### config.mk
export PLATFORM = sky130hd
export DESIGN_NAME = sfp_ctrl
export DESIGN_NICKNAME = d
export VERILOG_FILES = /design/src/rtl/sfp_ctrl.sv
export SDC_FILE = /design/constraint.sdc
export NUM_CORES = 1
export LEC_CHECK = 0
export ABC_CLOCK_PERIOD_IN_PS = 3970
export BUFFER_PORTS_ARGS = -buffer_cell sky130_fd_sc_hd__buf_4
export CAP_MARGIN = 20
export CORE_MARGIN = 2
export CORE_UTILIZATION = 53
export CTS_BUF_LIST = sky130_fd_sc_hd__clkbuf_8 sky130_fd_sc_hd__clkbuf_16
export DETAILED_ROUTE_END_ITERATION = 10
export PLACE_DENSITY = 0.91
export SYNTH_ARGS = -nofsm -noshare
export SYNTH_HDL_FRONTEND = slang
export SYNTH_SLANG_ARGS = --single-unit
### constraint.sdc
create_clock -name clk -period 3.97 [get_ports clk]
set_input_delay 0.5955 -clock clk [delete_from_list [all_inputs] [get_ports clk]]
set_output_delay 0.5955 -clock clk [all_outputs]
set_load 0.05 [all_outputs]
### src/rtl/sfp_ctrl.sv
// Row sequencer for the SFP accumulate/ReLU path: pops OFIFO rows, optionally
// reads the matching PSUM row, combines per lane and writes back in place.
module sfp_ctrl #(
    parameter int col     = 8,
    parameter int psum_bw = 16,
    parameter int addr_bw = 4
) (
    input  logic                     clk,
    input  logic                     reset,
    input  logic                     start,
    input  logic [addr_bw:0]         num_rows,
    input  logic [addr_bw-1:0]       base_addr,
    input  logic                     accum,
    input  logic                     relu,
    input  logic                     passthrough,
    input  logic                     ofifo_valid,
    input  logic [col*psum_bw-1:0]   ofifo_out,
    output logic                     ofifo_rd,
    output logic                     sram_cen,
    output logic                     sram_wen,
    output logic [addr_bw-1:0]       sram_a,
    output logic [col*psum_bw-1:0]   sram_d,
    input  logic [col*psum_bw-1:0]   sram_q,
    output logic                     busy,
    output logic                     done
);

    // state | meaning
    // IDLE  | waiting for start
    // READ  | waiting for / popping an OFIFO row, SRAM read when accumulating
    // WRITE | writing the combined row back to the same address
    // DONE  | one-cycle end-of-pass pulse
    typedef enum logic [1:0] {IDLE, READ, WRITE, DONE} state_t;

    localparam logic [addr_bw:0]   cnt_one  = 1;
    localparam logic [addr_bw-1:0] addr_one = 1;

    state_t                 state;
    logic [addr_bw-1:0]     addr;
    logic [addr_bw:0]       cnt;
    logic [addr_bw:0]       rows;
    logic                   accum_q;
    logic                   relu_q;
    logic                   pass_q;
    logic [col*psum_bw-1:0] row_q;
    logic [col*psum_bw-1:0] result;
    logic [psum_bw-1:0]     o_lane;
    logic [psum_bw-1:0]     p_lane;
    logic [psum_bw-1:0]     sum_lane;
    logic                   rd_access;

    always_ff @(posedge clk or negedge reset) begin
        if (!reset) begin
            state   <= IDLE;
            addr    <= '0;
            cnt     <= '0;
            rows    <= '0;
            accum_q <= 1'b0;
            relu_q  <= 1'b0;
            pass_q  <= 1'b0;
            row_q   <= '0;
        end else begin
            case (state)
                IDLE: begin
                    if (start) begin
                        addr    <= base_addr;
                        rows    <= num_rows;
                        cnt     <= '0;
                        accum_q <= accum;
                        relu_q  <= relu;
                        pass_q  <= passthrough;
                        state   <= (num_rows == '0) ? DONE : READ;
                    end
                end
                READ: begin
                    if (ofifo_valid) begin
                        row_q <= ofifo_out;
                        state <= WRITE;
                    end
                end
                WRITE: begin
                    cnt   <= cnt + cnt_one;
                    addr  <= addr + addr_one;
                    state <= (cnt == rows - cnt_one) ? DONE : READ;
                end
                default: state <= IDLE;
            endcase
        end
    end

    // Lane arithmetic wraps at psum_bw bits; the MSB of the wrapped sum drives ReLU.
    always_comb begin
        result   = '0;
        o_lane   = '0;
        p_lane   = '0;
        sum_lane = '0;
        for (int i = 0; i < col; i++) begin
            o_lane   = row_q[i*psum_bw +: psum_bw];
            p_lane   = sram_q[i*psum_bw +: psum_bw];
            sum_lane = accum_q ? (p_lane + o_lane) : o_lane;
            if (pass_q)
                result[i*psum_bw +: psum_bw] = o_lane;
            else if (relu_q && sum_lane[psum_bw-1])
                result[i*psum_bw +: psum_bw] = '0;
            else
                result[i*psum_bw +: psum_bw] = sum_lane;
        end
    end

    assign ofifo_rd  = (state == READ) && ofifo_valid;
    assign rd_access = ofifo_rd && accum_q && !pass_q;
    assign sram_cen  = !(rd_access || (state == WRITE));
    assign sram_wen  = (state != WRITE);
    assign sram_a    = addr;
    assign sram_d    = (state == WRITE) ? result : '0;
    assign busy      = (state == READ) || (state == WRITE);
    assign done      = (state == DONE);

endmodule

=== Yosys cells after proc, flatten, opt, wreduce, memory -nomap -nowiden ===
Index checks and enable logic that the tools add are counted.

* Register bits after elaboration: 147
* Bits of input ports: 272
* Word-level logic and storage cells: 82

* $add $sub $neg: 11
* Equality and inequality tests: 7
* Multiplexer cells: 34
* Reduce and logical (&&, ||, !) cells: 22

{| class="wikitable"
|+ Operator list
! cell !! count
|-
| $mux W16 || 24
|-
| $add A16 B16 Y16 || 8
|-
| $mux W128 || 1
|-
| $logic_and A1 B1 Y1 || 11
|-
| $pmux W5 S2 || 1
|-
| $mux W2 || 4
|-
| $pmux W4 S2 || 1
|-
| $reduce_and A2 Y1 || 4
|-
| $ne A2 B2 Y1 const B || 3
|-
| $pmux W2 S3 || 1
|-
| $add A5 B1 Y5 const B || 1
|-
| $eq A5 B5 Y1 || 1
|-
| $logic_not A5 Y1 || 1
|-
| $mux W5 || 1
|-
| $sub A5 B1 Y5 const B || 1
|-
| $add A4 B1 Y4 const B || 1
|-
| $eq A2 B2 Y1 const B || 2
|-
| $mux W4 || 1
|-
| $eq A2 B1 Y1 const B || 1
|-
| $logic_not A1 Y1 || 2
|-
| $logic_not A2 Y1 || 1
|-
| $logic_or A1 B1 Y1 || 2
|-
| $reduce_bool A2 Y1 || 1
|}

=== Depth between registers and ports, before layout ===
Gate-level depths: netlist (run 1).

* Depth after elaboration: 6
* Mapped depth: 11
* Depth with buffers taken out: 11

=== Worst setup path before layout (run 1) ===
OpenSTA, ideal clock, no wires.

* Kind: input -> output
* From: input sram_q[123]
* To: output sram_d[124]
* Arrival time: 3,820 ps
* Path slack: -445 ps
* Cell stages on the path: 10
* Buffers on the path: 1
* Path through: ha_1 -> buf_2 -> a21o_1 -> a21o_1 -> a21oi_1 -> mux2i_1 -> or4b_4 -> and2_1 -> xor2_1 -> a311oi_1

* Word-level cells in the longest chain between the ends: 6

{| class="wikitable"
|+ RTL lines
! item !! RTL line !! text
|-
| start: declaration || 23 || <nowiki>input logic [col*psum_bw-1:0] sram_q,</nowiki>
|-
| $add A16 B16 Y16 * || 100 || <nowiki>sum_lane = accum_q ? (p_lane + o_lane) : o_lane;</nowiki>
|-
| $mux W16 * || 100 ||
|-
| $logic_and A1 B1 Y1 || 103 || <nowiki>else if (relu_q && sum_lane[psum_bw-1])</nowiki>
|-
| $mux W16 * || 103 ||
|-
| $mux W16 * || 101 || <nowiki>if (pass_q)</nowiki>
|-
| $mux W128 * || 115 || <nowiki>assign sram_d = (state == WRITE) ? result : '0;</nowiki>
|-
| end: declaration || 22 || <nowiki>output logic [col*psum_bw-1:0] sram_d,</nowiki>
|}

Every way passes the cells marked *; elsewhere a longest branch is shown, timed or not.

=== Worst setup path in the final report (run 1) ===
* From: register row_q[115]
* To: output sram_d[114]

* Word-level cells in the longest chain between the ends: 6

{| class="wikitable"
|+ RTL lines
! item !! RTL line !! text
|-
| start: declaration || 45 || <nowiki>logic [col*psum_bw-1:0] row_q;</nowiki>
|-
| start signal: assignment || 77 || <nowiki>row_q <= ofifo_out;</nowiki>
|-
| $add A16 B16 Y16 || 100 ||
|-
| $mux W16 || 100 ||
|-
| $logic_and A1 B1 Y1 || 103 ||
|-
| $mux W16 || 103 ||
|-
| $mux W16 || 101 ||
|-
| $mux W128 || 115 ||
|}

No other way between the ends.

==> results of run 1 <==
[cell usage after synthesis (10+ instances only)]
library cell,number
dfrtp_1,147
ha_1,128
mux2_2,128
o21ai_0,114
a21oi_1,95
nand2_1,94
nor2_1,75
a22o_1,73
xnor2_1,69
inv_1,64
clkbuf_1,40
a21o_1,37
xor2_1,35
nor3_1,27
nor2b_1,21
a31oi_1,20
nand3_1,20
o21a_1,17
nand2b_1,14
o21bai_1,13
or3_1,12
a211oi_1,11
a22o_2,10
a32o_1,10
[how the worst min path moves through the flow]
stage                  to  slack, ns  cells after the start
2_1_floorplan     accum_q       0.30                      0
3_3_place_gp      rows[1]       0.49                      2
3_5_place_dp   row_q[109]       0.53                      1
4_1_cts        row_q[110]       0.18                      1
5_1_grt        row_q[106]       0.19                      1
6_report       row_q[103]       0.16                      1
[flip-flops by register name (all words and copies together) (netlist names)]
signal	flops
cnt	5
sram_a	4
accum_q	1
pass_q	1
row_q	128
state	2
relu_q	1
rows	5
[layer usage]
metal | part of all wire [%] | global-route usage (%)
met4 | 4.1 | 13.27
met1 | 39 | 35.83
met5 | 0 | 0
met2 | 49 | 54.80
met3 | 8.0 | 7.843
[worst max-delay path: stages, from the launching register on]
cell     delay (ns)
dfrtp_2        0.46
ha_4           0.30
o21ai_0        0.11
o21ai_1        0.18
a31oi_1        0.13
o211a_1        0.23
or4b_4         0.56
xor2_2         0.17
a21oi_2        0.19
buf_12         0.18
a32o_1         0.19
buf_6          0.16
[cells in the final DEF, fill, tap and decap left out, types with 7 or more instances in the layout]
master     netlist  routed
a21oi_1         95      92
dfrtp_1        147     146
mux2_2         128     128
nor2_1          75      74
ha_1           128     115
nor3_1          27      27
a21boi_1         0       7
inv_1           64      64
o21ai_2          3      15
mux2i_1          8       8
buf_12           0       7
buf_4            3     390
a32o_1          10       9
ha_4             0      10
o21ai_1          2      28
nand2_1         94      93
o21ai_0        114      76
a31oi_1         20      20
o21a_1          17      17
a21o_1          37      36
xnor2_1         69      69
and3_1           9       9
clkbuf_16        0      18
o21bai_1        13      12
or3_1           12      12
buf_6            3      55
nor2b_1         21      20
xor2_1          35      34
nand4_1          9       9
a211oi_2         2       7
a22o_1          73      71
nand3_1         20      20
nand2b_1        14      14
fa_1             8       8
a22o_2          10      10
o211ai_1         9       9
[report_power, final]
part,switching [µW],total (µW),internal [µW]
clock,779,1630,850
sequential,835,3090,2260
combinational,6450,11300,4870
[metrics by stage]
step / instances / power [µW]
3_3_place_gp: 2155 / 13260
3_5_place_dp: 2155 / 13650
5_1_grt: 2194 / 17090
6_report: 2194 / 16040
4_1_cts: 2189 / 15370
2_1_floorplan: 1432 / 10850
[area by class of cell]
class | count | area share, %
multi-input combinational | 1168 | 52.41
timing repair buffer | 453 | 20.48
sequential | 147 | 20.31
clock buffer | 18 | 2.423
tap | 330 | 2.278
inverter | 64 | 1.326
clock inverter | 14 | 0.7733
[timing repair]
| item | CTS | global route |
|---|---|---|
| hold endpoints to repair | 0 | 0 |
| setup endpoints to repair | 39 | 124 |
| pin swaps | 4 | 25 |
| resized for setup | 9 | 135 |
| buffers inserted | 2 | 3 |
| gates cloned | 0 | 2 |
[cells by family (layout without fill, tap and decap cells)]
logic type / count (synthesis) / after routing / share of synthesized area (%)
simple gates: 309 / 309 / 11.22
compound gates: 476 / 477 / 25.02
xor+xnor: 110 / 110 / 7.858
fa+ha+maj: 136 / 136 / 13.23
buf+inv: 118 / 549 / 3.600
mux: 136 / 136 / 11.43
flops: 147 / 147 / 27.63
==> reports/qor.csv, run 1 <==
metric,value,unit
status,completed,
ant_nets,0,
synth_top_area_share,27.63,%
hold_ws,0.1628,ns
ctsHoldBuffers,0,
wl,43.78,mm
clockRootBuffer,clkbuf_16,
fin_area,0.01812,mm²
worstSetupEndpointType,output pin,
synth_ff_type,dfrtp_1,
fill_cells,1700,
hpwlAfterDp,32.98,mm
cts_buffers,17,
area_delta_synth_final,36.14,%
yosys.area.top_type,dfrtp_1,
hold_class,input pin to async pin,
finalHoldViolCount,0,
arrival,3.29,ns
synth_edf_count,0,
setup.worst_path.end,sram_d[114],
fin_crit_sh,97.82,%
synthArstFlopShare,100.0,%
yosys_register_bits,147,
clock_skew,0.01849,ns
initial_utilization,53.48,%
final-setup-viol-count,0,
route.detailed.drc,0,
cts_tree,yes,
gr-usage-all-layers,31.08,%
die_x,162.5,µm
antenna_found_initial,0,
ios,409,
fmax,0.2575,GHz
criticalPathCategory,flop to output pin,
worstRegToRegCells,8,
gp_congestion,0.9433,
peakVddDrop,547.6,µV
cts.sinks,147,
grt_pass1_vias,13306,
report.final.slew_viol_count,0,
r2r-end,sram_a[2],
overflow,0,
clockBufferDepth,2,
rsz0062_at_grt,yes,
grt_pass1_wl,65.87,mm
syn-num-nets,1840,
drv_cap,0,
leakagePower,0.008407,µW
clock_latency,0.43,ns
post-route-util,72.81,%
drt_iter0_drc,963,
die_y,162.5,µm
port_buffers,408,
drive_gt1_share,37.66,%
grt_start_max_net_pins,64,
place_worst_setup_slack,0.0004510,ns
final_nets,2259,
netlist_top_cells_area,"dfrtp_1 (28%), ha_1 (12%), mux2_2 (11%), a22o_1 (4.8%), xnor2_1 (4.5%)",
startpoint,row_q[115],
synth.cell_area,0.01331,mm²
synth_cell_types,74,
cp_max_fo,14,
start_kind,flop,
drt_first_pass_iters,7,
tightest_slew,0.8446,ns
dpl-instance-area,0.01694,mm²
postSynthAreaPerCell,9.296,µm²
power_density,885.3,mW/mm²
r2r_slack,1.52,ns
routed-via-count,13303,
critPathRequiredTime,3.37,ns
fp.dieArea,0.02640,mm²
clk_pin_slew,0.07,ns
wl_per_cell,19.95,µm
r2r_start,state[0],
multi_input_area,0.009498,mm²
ys_warn_count,0,
ys_seq_area_share,27.63,%
htree_levels,4,
fin_crit,3.883,ns
vias_per_cell,6.063,
relSlewSlack,43.63,%
setup-tns-final,0,ns
syn_inst,1432,
rows,58,
finalWorstSetupSlack,0.08657,ns
seq_area,0.003680,mm²
core,0.02489,mm²
antennaDiodeCount,0,
Note: power is estimated with default switching activity, not from simulation.
==> run 2: changes to the inputs <==
--- a/config.mk
+++ b/config.mk
@@ -5,7 +5,7 @@
 export SDC_FILE = /design/constraint.sdc
 export NUM_CORES = 1
 export LEC_CHECK = 0
-export ABC_CLOCK_PERIOD_IN_PS = 3970
+export ABC_CLOCK_PERIOD_IN_PS = 4400
 export BUFFER_PORTS_ARGS = -buffer_cell sky130_fd_sc_hd__buf_4
 export CAP_MARGIN = 20
 export CORE_MARGIN = 2
==> constraint.sdc (replaced) <==
create_clock -name clk -period 4.4 [get_ports clk]
set_input_delay 0.66 -clock clk [delete_from_list [all_inputs] [get_ports clk]]
set_output_delay 0.66 -clock clk [all_outputs]
set_load 0.05 [all_outputs]
==> reports/qor.csv, run 2 (same netlist as run 1, synthesis figures left out) <==
metric,value,unit
cts.sinks,147,
largest_reg_flops,128,
worstSetupEndpointType,output pin,
rsz0062_at_grt,no,
hold_class,input pin to async pin,
clock_skew,0.01069,ns
clk_pin_slew,0.07,ns
rows,58,
die_y,162.5,µm
drt_iter0_drc,1055,
top_register,row_q,
ios,409,
core,0.02489,mm²
area_delta_synth_final,30.61,%
grt_pass1_vias,12956,
criticalPathCategory,flop to output pin,
fp.dieArea,0.02640,mm²
die_x,162.5,µm
htree_levels,4,
ctsHoldBuffers,0,
initial_utilization,53.48,%
clockBufferDepth,2,
gr-usage-all-layers,31.11,%
power_density,794.9,mW/mm²
final-setup-viol-count,0,
final_cell_mix,"buf_4 (430), dfrtp_1 (147), mux2_2 (128), ha_1 (128), o21ai_0 (103)",
r2r_slack,2.17,ns
overflow,0,
antenna_found_initial,0,
cts_buffers,17,
r2r_start,state[1],
clkPwrFrac,10.8,%
drt_first_pass_iters,6,
grt_start_max_net_pins,88,
drv_cap,0,
antennaDiodeCount,0,
internal_power,6854,µW
wl_per_cell,19.46,µm
worstRegToRegCells,5,
fmax,0.2347,GHz
tightest_slew,1.065,ns
drive_gt1_share,34.56,%
cp_max_fo,14,
wl,42.28,mm
finalHoldViolCount,0,
largest_registers,"row_q: 128 flops, cnt: 5 flops, rows: 5 flops",
grt_pass1_wl,65.61,mm
fin_crit,4.261,ns
fin_crit_sh,96.84,%
report.final.slew_viol_count,0,
r2r-end,row_q[94],
ant_nets,0,
status,completed,
cts_tree,yes,
clockRootBuffer,clkbuf_16,
arrival,3.60,ns
setup-tns-final,0,ns
switching_share,50.41,%
seq_power_share,19.8,%
mostFrequentLayoutCell,buf_4,
p_sw,6967,µW
hold_ws,0.2886,ns
combPwrFrac,69.4,%
leakagePower,0.008195,µW
relSlewSlack,28.73,%
clock_latency,0.43,ns
peakVddDrop,480.8,µV
final_nets,2238,
start_kind,flop,
hpwlAfterDp,32.77,mm
port_buffers,408,
routed-via-count,12970,
critPathRequiredTime,3.74,ns
route.detailed.drc,0,
gp_congestion,0.9642,
vias_per_cell,5.969,
-- run 2: cell types whose count changed in the layout (fill, tap and decap cells not counted), sizes merged --
cell,change
clkinv,-1
a21o,-1
buf,-19
bufinv,+1
inv,-1
-- run 2: metal layers --
layer,part of all wire [%],vias to the layer above,track usage [%]
met4,5.0,0,14.84
met5,0,-,0
met3,7.4,126,6.621
met2,48,559,53.77
li1,-,6135,-
met1,40,6150,36.92
-- run 2: per-stage QoR --
step                setup slack (ns)  instances  power [µW]  cell area, µm²  utilization, %
global route                0.007910       2173       14750           17390           69.85
finish                        0.1391       2173       13820           17390           69.85
detailed placement           0.08878       2137       12160           16720           67.18
floorplan                   -0.05562       1432        9787           13320               -
CTS                          0.03723       2169       13700           17300           69.49
global placement              0.2203       2137       11860           16720           67.18
-- run 2: cell type report --
class	count	area, µm²
Clock inverter	13	123.9
Multi-Input combinational cell	1167	9199
Inverter	64	240.2
Timing Repair Buffer	433	3279
Tap cell	330	412.9
Fill cell	1857	7505
Sequential cell	147	3679
Clock buffer	19	452.9
-- run 2: how the worst max path moves through the flow --
| stage | startpoint | endpoint | slack [ns] | cells past startpoint |
|---|---|---|---|---|
| final | row_q[115] | sram_d[113] | 0.14 | 11 |
| after global routing | row_q[68] | sram_d[77] | 0.008 | 10 |
| after CTS | row_q[1] | sram_d[3] | 0.04 | 10 |
| after detailed placement | sram_q[1] | sram_d[3] | 0.09 | 11 |
| after global placement | sram_q[68] | sram_d[78] | 0.22 | 11 |
| after floorplan | sram_q[68] | sram_d[70] | -0.06 | 10 |
-- run 2: worst max-delay path: stages, from the launching register on --
cell     delay [ns]
dfrtp_1        0.41
ha_1           0.36
o21ai_0        0.17
o21ai_1        0.21
a31oi_1        0.20
o211a_1        0.27
or4b_4         0.55
xor2_1         0.17
a21oi_2        0.15
buf_4          0.25
a22o_1         0.22
buf_4          0.23
-- run 2: power groups by stage --
stage               logic, µW  registers, µW  clock network [µW]
finish                   9590           2740                1490
global route            10400           2820                1560
CTS                      9470           2720                1510
detailed placement       9420           2740                   0
global placement         9160           2700                   0
floorplan                7250           2540                   0
-- run 2: timing repair --
item | 4_1_cts | 5_1_grt
setup endpoints to repair | 0 | 39
setup buffers | 0 | 4
gates resized for setup | 0 | 10
